File: config.mk
export PLATFORM = sky130hd
export DESIGN_NAME = regfile_mp_flat
export DESIGN_NICKNAME = d
export VERILOG_FILES = /design/src/rtl/regfile_pkg.sv /design/src/rtl/regfile_mp_if.sv /design/src/rtl/regfile_scoreboard.sv /design/src/rtl/regfile_mp.sv /design/src/flat_wrapper.sv
export SDC_FILE = /design/constraint.sdc
export NUM_CORES = 1
export LEC_CHECK = 0
export CAP_MARGIN = 15
export CORE_ASPECT_RATIO = 0.5
export CORE_UTILIZATION = 54
export CTS_BUF_LIST = sky130_fd_sc_hd__clkbuf_2
export CTS_CLUSTER_DIAMETER = 50
export DETAILED_ROUTE_END_ITERATION = 8
export HOLD_SLACK_MARGIN = 0.12
export PLACE_DENSITY_LB_ADDON = 0.3
export SYNTH_ARGS = -nofsm -noshare
export SYNTH_HDL_FRONTEND = slang
export SYNTH_SLANG_ARGS = --single-unit
File: constraint.sdc
create_clock -name clk -period 9.6 [get_ports clk]
set_input_delay 2.4 -clock clk [delete_from_list [all_inputs] [get_ports clk]]
set_output_delay 2.4 -clock clk [all_outputs]
set_load 0.005 [all_outputs]
File: src/rtl/regfile_pkg.sv
// Shared types for the multi-port register file: FSM state and read-port limit.
package regfile_pkg;

  typedef enum logic {
    RF_CLEAR = 1'b0,
    RF_RUN   = 1'b1
  } rf_state_t;

  localparam int RF_MAX_NREAD = 4;

  function automatic int rf_aw(input int depth);
    return (depth > 1) ? $clog2(depth) : 1;
  endfunction

endpackage

File: src/rtl/regfile_mp_if.sv
// Register-file access bundle: write, allocate, and NREAD packed read ports.
interface regfile_mp_if
  import regfile_pkg::*;
#(
  parameter int WIDTH = 32,
  parameter int DEPTH = 32,
  parameter int NREAD = 2
);
  localparam int AW = rf_aw(DEPTH);

  logic                   ready;
  logic                   wr_en;
  logic [AW-1:0]          wr_addr;
  logic [WIDTH-1:0]       wr_data;
  logic                   alloc_en;
  logic [AW-1:0]          alloc_addr;
  logic [NREAD*AW-1:0]    rd_addr;
  logic [NREAD*WIDTH-1:0] rd_data;
  logic [NREAD-1:0]       rd_busy;

  modport master (
    input  ready, rd_data, rd_busy,
    output wr_en, wr_addr, wr_data, alloc_en, alloc_addr, rd_addr
  );

  modport slave (
    output ready, rd_data, rd_busy,
    input  wr_en, wr_addr, wr_data, alloc_en, alloc_addr, rd_addr
  );

endinterface

File: src/rtl/regfile_scoreboard.sv
// Per-register pending bits; a set and a clear to the same bit in one cycle leaves it set.
module regfile_scoreboard #(
  parameter int DEPTH = 32,
  parameter int AW    = 5
) (
  input  logic             clk,
  input  logic             reset,
  input  logic             set_en,
  input  logic [AW-1:0]    set_addr,
  input  logic             clr_en,
  input  logic [AW-1:0]    clr_addr,
  output logic [DEPTH-1:0] busy
);

  always_ff @(posedge clk) begin
    if (reset) begin
      busy <= '0;
    end else begin
      if (clr_en) busy[clr_addr] <= 1'b0;
      if (set_en) busy[set_addr] <= 1'b1;
    end
  end

endmodule

File: src/rtl/regfile_mp.sv
// Multi-read-port register file with a DEPTH-cycle clear sweep after reset and pending-bit tracking.
// Define REGFILE_BYPASS_EN to forward same-cycle write data and busy state to matching read ports.
module regfile_mp
  import regfile_pkg::*;
#(
  parameter int WIDTH    = 32,
  parameter int DEPTH    = 32,
  parameter int NREAD    = 2,
  parameter int ZERO_REG = 1
) (
  input  logic         clk,
  input  logic         reset,
  regfile_mp_if.slave  bus
);

  localparam int AW = rf_aw(DEPTH);

  if (NREAD < 1 || NREAD > RF_MAX_NREAD) begin : g_bad_nread
    $error("regfile_mp: NREAD out of range");
  end

  rf_state_t        state, state_nxt;
  logic [AW-1:0]    idx, idx_nxt;
  logic [WIDTH-1:0] mem [DEPTH];
  logic [DEPTH-1:0] busy;
  logic             run;
  logic             wr_fire;
  logic             alloc_fire;

  // Out-of-range addresses (non-power-of-two DEPTH) and the hardwired zero register never hold state.
  function automatic logic addr_ok(input logic [AW-1:0] a);
    return (32'(a) < 32'(DEPTH)) && !((ZERO_REG != 0) && (a == '0));
  endfunction

  assign run        = (state == RF_RUN);
  assign bus.ready  = run;
  assign wr_fire    = run && bus.wr_en && addr_ok(bus.wr_addr);
  assign alloc_fire = run && bus.alloc_en && addr_ok(bus.alloc_addr);

  always_ff @(posedge clk) begin
    if (reset) begin
      state <= RF_CLEAR;
      idx   <= '0;
    end else begin
      state <= state_nxt;
      idx   <= idx_nxt;
    end
  end

  always_comb begin
    state_nxt = state;
    idx_nxt   = idx;
    case (state)
      RF_CLEAR: begin
        if (idx == AW'(DEPTH - 1)) state_nxt = RF_RUN;
        else                       idx_nxt   = idx + 1'b1;
      end
      RF_RUN:   state_nxt = RF_RUN;
      default:  state_nxt = RF_CLEAR;
    endcase
  end

  always_ff @(posedge clk) begin
    if (!reset) begin
      if (!run)         mem[idx]         <= '0;
      else if (wr_fire) mem[bus.wr_addr] <= bus.wr_data;
    end
  end

  regfile_scoreboard #(
    .DEPTH (DEPTH),
    .AW    (AW)
  ) u_scoreboard (
    .clk      (clk),
    .reset    (reset),
    .set_en   (alloc_fire),
    .set_addr (bus.alloc_addr),
    .clr_en   (wr_fire),
    .clr_addr (bus.wr_addr),
    .busy     (busy)
  );

  for (genvar p = 0; p < NREAD; p++) begin : g_rd
    logic [AW-1:0]    ra;
    logic [WIDTH-1:0] dat;
    logic             bsy;

    assign ra = bus.rd_addr[p*AW +: AW];

    always_comb begin
      dat = '0;
      bsy = 1'b0;
      if (run && addr_ok(ra)) begin
        dat = mem[ra];
        bsy = busy[ra];
`ifdef REGFILE_BYPASS_EN
        if (wr_fire && (bus.wr_addr == ra)) begin
          dat = bus.wr_data;
          bsy = alloc_fire && (bus.alloc_addr == ra);
        end
`endif
      end
    end

    assign bus.rd_data[p*WIDTH +: WIDTH] = dat;
    assign bus.rd_busy[p]                = bsy;
  end

endmodule

File: src/flat_wrapper.sv
// flat-port wrapper written by rule: the top's interface ports become plain ports
module regfile_mp_flat import regfile_pkg::*;
#(
  parameter int WIDTH    = 32,
  parameter int DEPTH    = 32,
  parameter int NREAD    = 2,
  parameter int ZERO_REG = 1
)
  (clk, reset, bus_ready, bus_rd_data, bus_rd_busy, bus_wr_en, bus_wr_addr, bus_wr_data, bus_alloc_en, bus_alloc_addr, bus_rd_addr);
  regfile_mp_if #(.WIDTH(WIDTH), .DEPTH(DEPTH), .NREAD(NREAD)) bus_i ();
  input  logic clk;
  input  logic reset;
  output wire logic [$bits(bus_i.ready)-1:0] bus_ready;
  output wire logic [$bits(bus_i.rd_data)-1:0] bus_rd_data;
  output wire logic [$bits(bus_i.rd_busy)-1:0] bus_rd_busy;
  input wire logic [$bits(bus_i.wr_en)-1:0] bus_wr_en;
  input wire logic [$bits(bus_i.wr_addr)-1:0] bus_wr_addr;
  input wire logic [$bits(bus_i.wr_data)-1:0] bus_wr_data;
  input wire logic [$bits(bus_i.alloc_en)-1:0] bus_alloc_en;
  input wire logic [$bits(bus_i.alloc_addr)-1:0] bus_alloc_addr;
  input wire logic [$bits(bus_i.rd_addr)-1:0] bus_rd_addr;
  assign bus_ready = bus_i.ready;
  assign bus_rd_data = bus_i.rd_data;
  assign bus_rd_busy = bus_i.rd_busy;
  assign bus_i.wr_en = bus_wr_en;
  assign bus_i.wr_addr = bus_wr_addr;
  assign bus_i.wr_data = bus_wr_data;
  assign bus_i.alloc_en = bus_alloc_en;
  assign bus_i.alloc_addr = bus_alloc_addr;
  assign bus_i.rd_addr = bus_rd_addr;
  regfile_mp #(.WIDTH(WIDTH), .DEPTH(DEPTH), .NREAD(NREAD), .ZERO_REG(ZERO_REG)) u_core (.clk(clk), .reset(reset), .bus(bus_i));
endmodule
# After elaboration in Yosys (flattened, before gate mapping)
# Memory sizes are Yosys's and may differ from the RTL's.
# Cells that the tools add are included.
# Widths: inputs -> output; s select.
# classes
addsub	1
multipliers	0
div	0
magnitude_cmp	6
n_eq_ne	1
n_shift	0
muxes	27
bitwise_logic	5
reduce_logical	18
# op_table
cell	count
$mux 32	6
$and 32x32->32	1
$not 32->32	1
$or 32x32->32	1
$reduce_or 32->1	1
$lt 5x6->1 const B	4
$logic_not 5->1	4
$mux 1	15
$bmux 1 s5	2
$demux 1 s5	2
$ge 5x1->1 const B	2
$logic_and 1x1->1	8
$add 5x1->5 const B	1
$eq 5x5->1 const B	1
$mux 5	1
$logic_not 1->1	4
$not 1->1	2
$pmux 1 s2	1
$reduce_and 2->1	1
# word_totals
register_bits	38
latchBits	0
mem_bits_rw	1024
mem_bits_ro	0
input_bits	56
output_inout_bits	67
wordCells	62
memories	1
# mem_list
name	depth	word_bits	rd	rd_clocked_by_memory_dff	wr	line_no	rtl
u_core.mem	32	32	2	0	1	regfile_mp.sv:24	logic [WIDTH-1:0] mem [DEPTH];

# Logic depth before layout (Yosys ltp)
# logic_depth
word_depth	10
depth_mapped	9
ltp_nobuf	7

# Hierarchy
# From an unflattened synthesis, not the netlist that was laid out.
# unflattened
cells_unflattened	3137
hier_area_um2	50417.1
# modules_own_cells
mod	n_inst	cells_each	area_per_inst_um2	seq_area_each_um2
regfile_mp	1	2979	49028.3	30869.6
regfile_scoreboard	1	158	1388.8	640.6

# Worst setup path before layout
# No wires, ideal clock.
# synth_path
path_type	input-to-output
start	in bus_rd_addr[5]
end	out bus_rd_busy[1]
arrival_time_ns	3.938
required_ns	7.200
slack_ns	3.262
stages	8
path_buffers	4
path_cell_list	buf_2 -> buf_6 -> buf_2 -> mux4_2 -> mux2i_1 -> o22a_1 -> o221ai_1 -> buf_4
# synth_via
elab_chain_len	4
word_cells_on_any_way	6
classes_between	mux: 3; reduce/logical: 3
# synth_rtl
item	line_no	rtl
from (decl)	flat_wrapper.sv:21	input wire logic [$bits(bus_i.rd_addr)-1:0] bus_rd_addr;
branches (longest 3 deep; another with $bmux 1 s5)	--	
$mux 1 (*)	regfile_mp.sv:93	if (run && addr_ok(ra)) begin
to (decl)	flat_wrapper.sv:15	output wire logic [$bits(bus_i.rd_busy)-1:0] bus_rd_busy;
# Mark *: on every way between the ends. The select of a mux whose other input is x is not followed.

# Final worst setup path
# layout_path
start	in bus_rd_addr[1]
end	out bus_rd_data[2]
# layout_via
elab_chain_len	4
word_cells_on_any_way	5
classes_between	mux: 1; reduce/logical: 3; memory: 1
# layout_rtl
item	line_no	rtl
branches (longest 3 deep; another with $mem_v2 32x32)	--	
$mux 32 (*)	regfile_mp.sv:93	
to (decl)	flat_wrapper.sv:14	output wire logic [$bits(bus_i.rd_data)-1:0] bus_rd_data;
# Mark *: on every way between the ends.

==> flow_summary.ini <==
[synthesis]
yosys.area_share.simple_pct = 3.15
yosysWarnings = 0
synth_area_leaders = edfxtp_1, mux4_2, mux2i_1
synth_top_family_by_area = multiplexers
synthXorXnorAreaFrac_pct = 0.0520
synth_common_cells = edfxtp_1, mux2i_1, mux4_2
synth_mux_area_share_pct = 26.2
netlist_area_um2 = 50500
synth_top_area_cell = edfxtp_1
synth_seq_cells = 1062
netlist_instances = 2786
synth_edf_count = 1024
netlist-cell-type-count = 52
synth_nets = 2844
synth.most_common_cell = edfxtp_1
synth_compound_area_share_pct = 5.65
yosys.area.top_type_share_pct = 60.9
synth_adder_area_share_pct = 0.0496
synth-async-reset-ratio_pct = 0
avgSynthCellArea_um2 = 18.1
synth_ff_type = edfxtp_1
synth-seq-area-share_pct = 62.4

[placement]
dp_hpwl_mm = 86.0
gp_congestion = 0.869
portBuffers = 122

[timing]
setup_tns_ns = 0
drv_slew = 0
worst_hold_slack_ns = 0.497
max_freq_mhz = 120
rsz0062_at_grt = false
worstMarginPinSlew_ns = 1.17
setup_violations = 0
post-route-period-util_pct = 86.9
slew_headroom_pct = 19.5
worst_clock_skew_ns = 0.0628
hold_violations = 0
finalCriticalPeriod_ns = 8.34

[drt]
drt_first_pass_iters = 6
wl_per_cell_um = 34.8
drtAntennaViolNets = 0
drc = 0
first_iter_violations = 4721
drt-total-wl_mm = 155
vias_per_cell = 7.12
vias = 31700

[finish]
nets = 3080
multi_input_area_um2 = 18000
fillers = 6700
drive_above_1_share_pct = 31.0
area_growth_pct = 9.50
ff_latch_area_um2 = 31500
fin_util_pct = 60.3

[global_routing]
grt_use_met1_pct = 45.8
grt_pass1_vias = 31200
grt.busiest_layer = met2
antenna_found_initial = 7
overflow = 0
grt_first_pass_wirelength_mm = 219
grt_max_degree = 112
gr-usage-all-layers_pct = 32.8
met2_usage_pct = 49.1
use_met3_pct = 8.58

[floorplan]
ioPinCount = 123
initial_core_util_pct = 55.1
coreArea_um2 = 91600
die_h_um = 218
die_w_um = 434
row_count = 78
dieArea_um2 = 94800

[clock_network]
cts_tree = done
cts.htree.levels = 4
path_clk_slew_ns = 0.10
cts_setup_buffers = 0
cts_made_buffers = 228
clock_path_buffers = 3
cts_root_buf = clkbuf_2
cts_resized = 0
postCtsHoldBufs = 0
clk_latency_ns = 1.59
clock_sinks = 1062

[outcome]
outcome = finished clean

[setup_path]
end_kind = output pin
crit_path_cell_trace = buf_8 > buf_4 > mux4_2 > a2bb2oi_1 > nand3_1 > a211oi_1 > clkdlybuf4s50_1
crit_arrival_ns = 5.94
worstSetupStartpointType = primary input
slowest_stage = a211oi_1
critPathKind = in2out
cp_num_cells = 7
rr_worst_depth = 7
crit_family = buffers and inverters
cp_max_fo = 71
r2r_slack_ns = 5.39
max_stage_delay_ns = 0.88
path_buf_inv = 3
worstPathRequired_ns = 7.20

[power_and_ir_drop]
power_frac_clock_pct = 33.4
powerDensity_nw_per_um2 = 154
power_switching_share_pct = 25.5
cellLeakagePower_nw = 16.8
ir_drop_uv = 117
power.total_w = 0.00849
power.net_switching_w = 0.00216
pwr-share-comb_pct = 7.2
p_int_w = 0.00633
power.share.sequential_pct = 59.4

[run]
cap_violations = 0

[min_path]
hold_class = reg2reg
holdPathStages = 2
-- registers in the layout (all words and copies together), names as in the netlist --
| name | count |
|---|---|
| u_core.bus.ready | 1 |
| u_core.mem | 1024 |
| u_core.u_scoreboard.busy | 32 |
| u_core.idx | 5 |
-- final cells by class --
| type | count | share of cell area (%) |
|---|---|---|
| Antenna cell | 9 | 0.0407 |
| Clock buffer | 354 | 3.20 |
| Timing Repair Buffer | 229 | 3.94 |
| Sequential cell | 1062 | 57.0 |
| Tap cell | 1240 | 2.81 |
| Inverter | 1 | 0.00679 |
| Clock inverter | 52 | 0.514 |
| Multi-Input combinational cell | 1500 | 32.5 |
-- tightest hold or removal path: stages (launching register included) --
cell and delay [ns]:
dfxtp_1 0.33, o21ai_0 0.07, a21oi_1 0.06
-- per-layer routing --
metal | wire length [µm] | up-vias
met4 | 5720 | 4
met1 | 58600 | 16400
met2 | 70100 | 2471
met5 | 27 | -
met3 | 20100 | 374
li1 | - | 12400
-- cell usage in the layout (no fill, tap or decap), types with 6 or more instances in the layout --
cell type / instances
clkinv_1: 41
nand4_1: 11
a211oi_1: 20
a22oi_1: 20
mux4_1: 23
nand2_1: 121
a221oi_2: 31
a21oi_1: 86
o22a_1: 23
mux2i_1: 376
dfxtp_1: 38
o221ai_1: 89
buf_8: 6
nand3_1: 58
diode_2: 9
nor2_1: 15
and2_1: 34
buf_12: 9
a211oi_2: 14
clkbuf_2: 354
clkdlybuf4s50_1: 114
mux2_2: 54
edfxtp_1: 1024
buf_4: 98
nor3_2: 29
mux4_2: 366
a2bb2oi_1: 33
o21ai_0: 33
nor2b_1: 16
-- power groups by stage --
stage                     clock (W)  sequential [W]  combinational, W
after floorplan                   0         0.00515          0.000418
after global placement            0         0.00515          0.000593
after detailed placement          0         0.00515          0.000598
after CTS                   0.00285         0.00505          0.000600
after global routing        0.00307         0.00505          0.000630
final                       0.00283         0.00505          0.000612
-- cells by family (layout without fill, tap and decap cells) --
family | count (synthesis) | count (layout)
DFF | 1062 | 1062
other | 0 | 9
AOI/OAI and AO/OA | 355 | 355
adders and majority gates | 2 | 2
buffers and inverters | 224 | 636
xor gates and xnor gates | 3 | 3
and+or+nand+nor | 320 | 320
muxes | 820 | 820
-- per-stage QoR --
stage	instances	worst slack, ns	cell area [µm²]
after detailed placement	4028	1.39	53200
after floorplan	2786	3.26	50500
final	4447	1.26	55300
after global routing	4442	1.19	55300
after global placement	4027	1.36	53100
after CTS	4434	1.38	55200
-- worst paths after layout --
kind	from	to
max	bus_rd_addr[1]	bus_rd_data[2]
min	u_core.u_scoreboard.busy[22]	u_core.u_scoreboard.busy[22]
max reg2reg	u_core.bus.ready	u_core.mem[22][0]
min reg2reg	u_core.u_scoreboard.busy[22]	u_core.u_scoreboard.busy[22]
No activity file was read; power rests on OpenSTA's default activity.
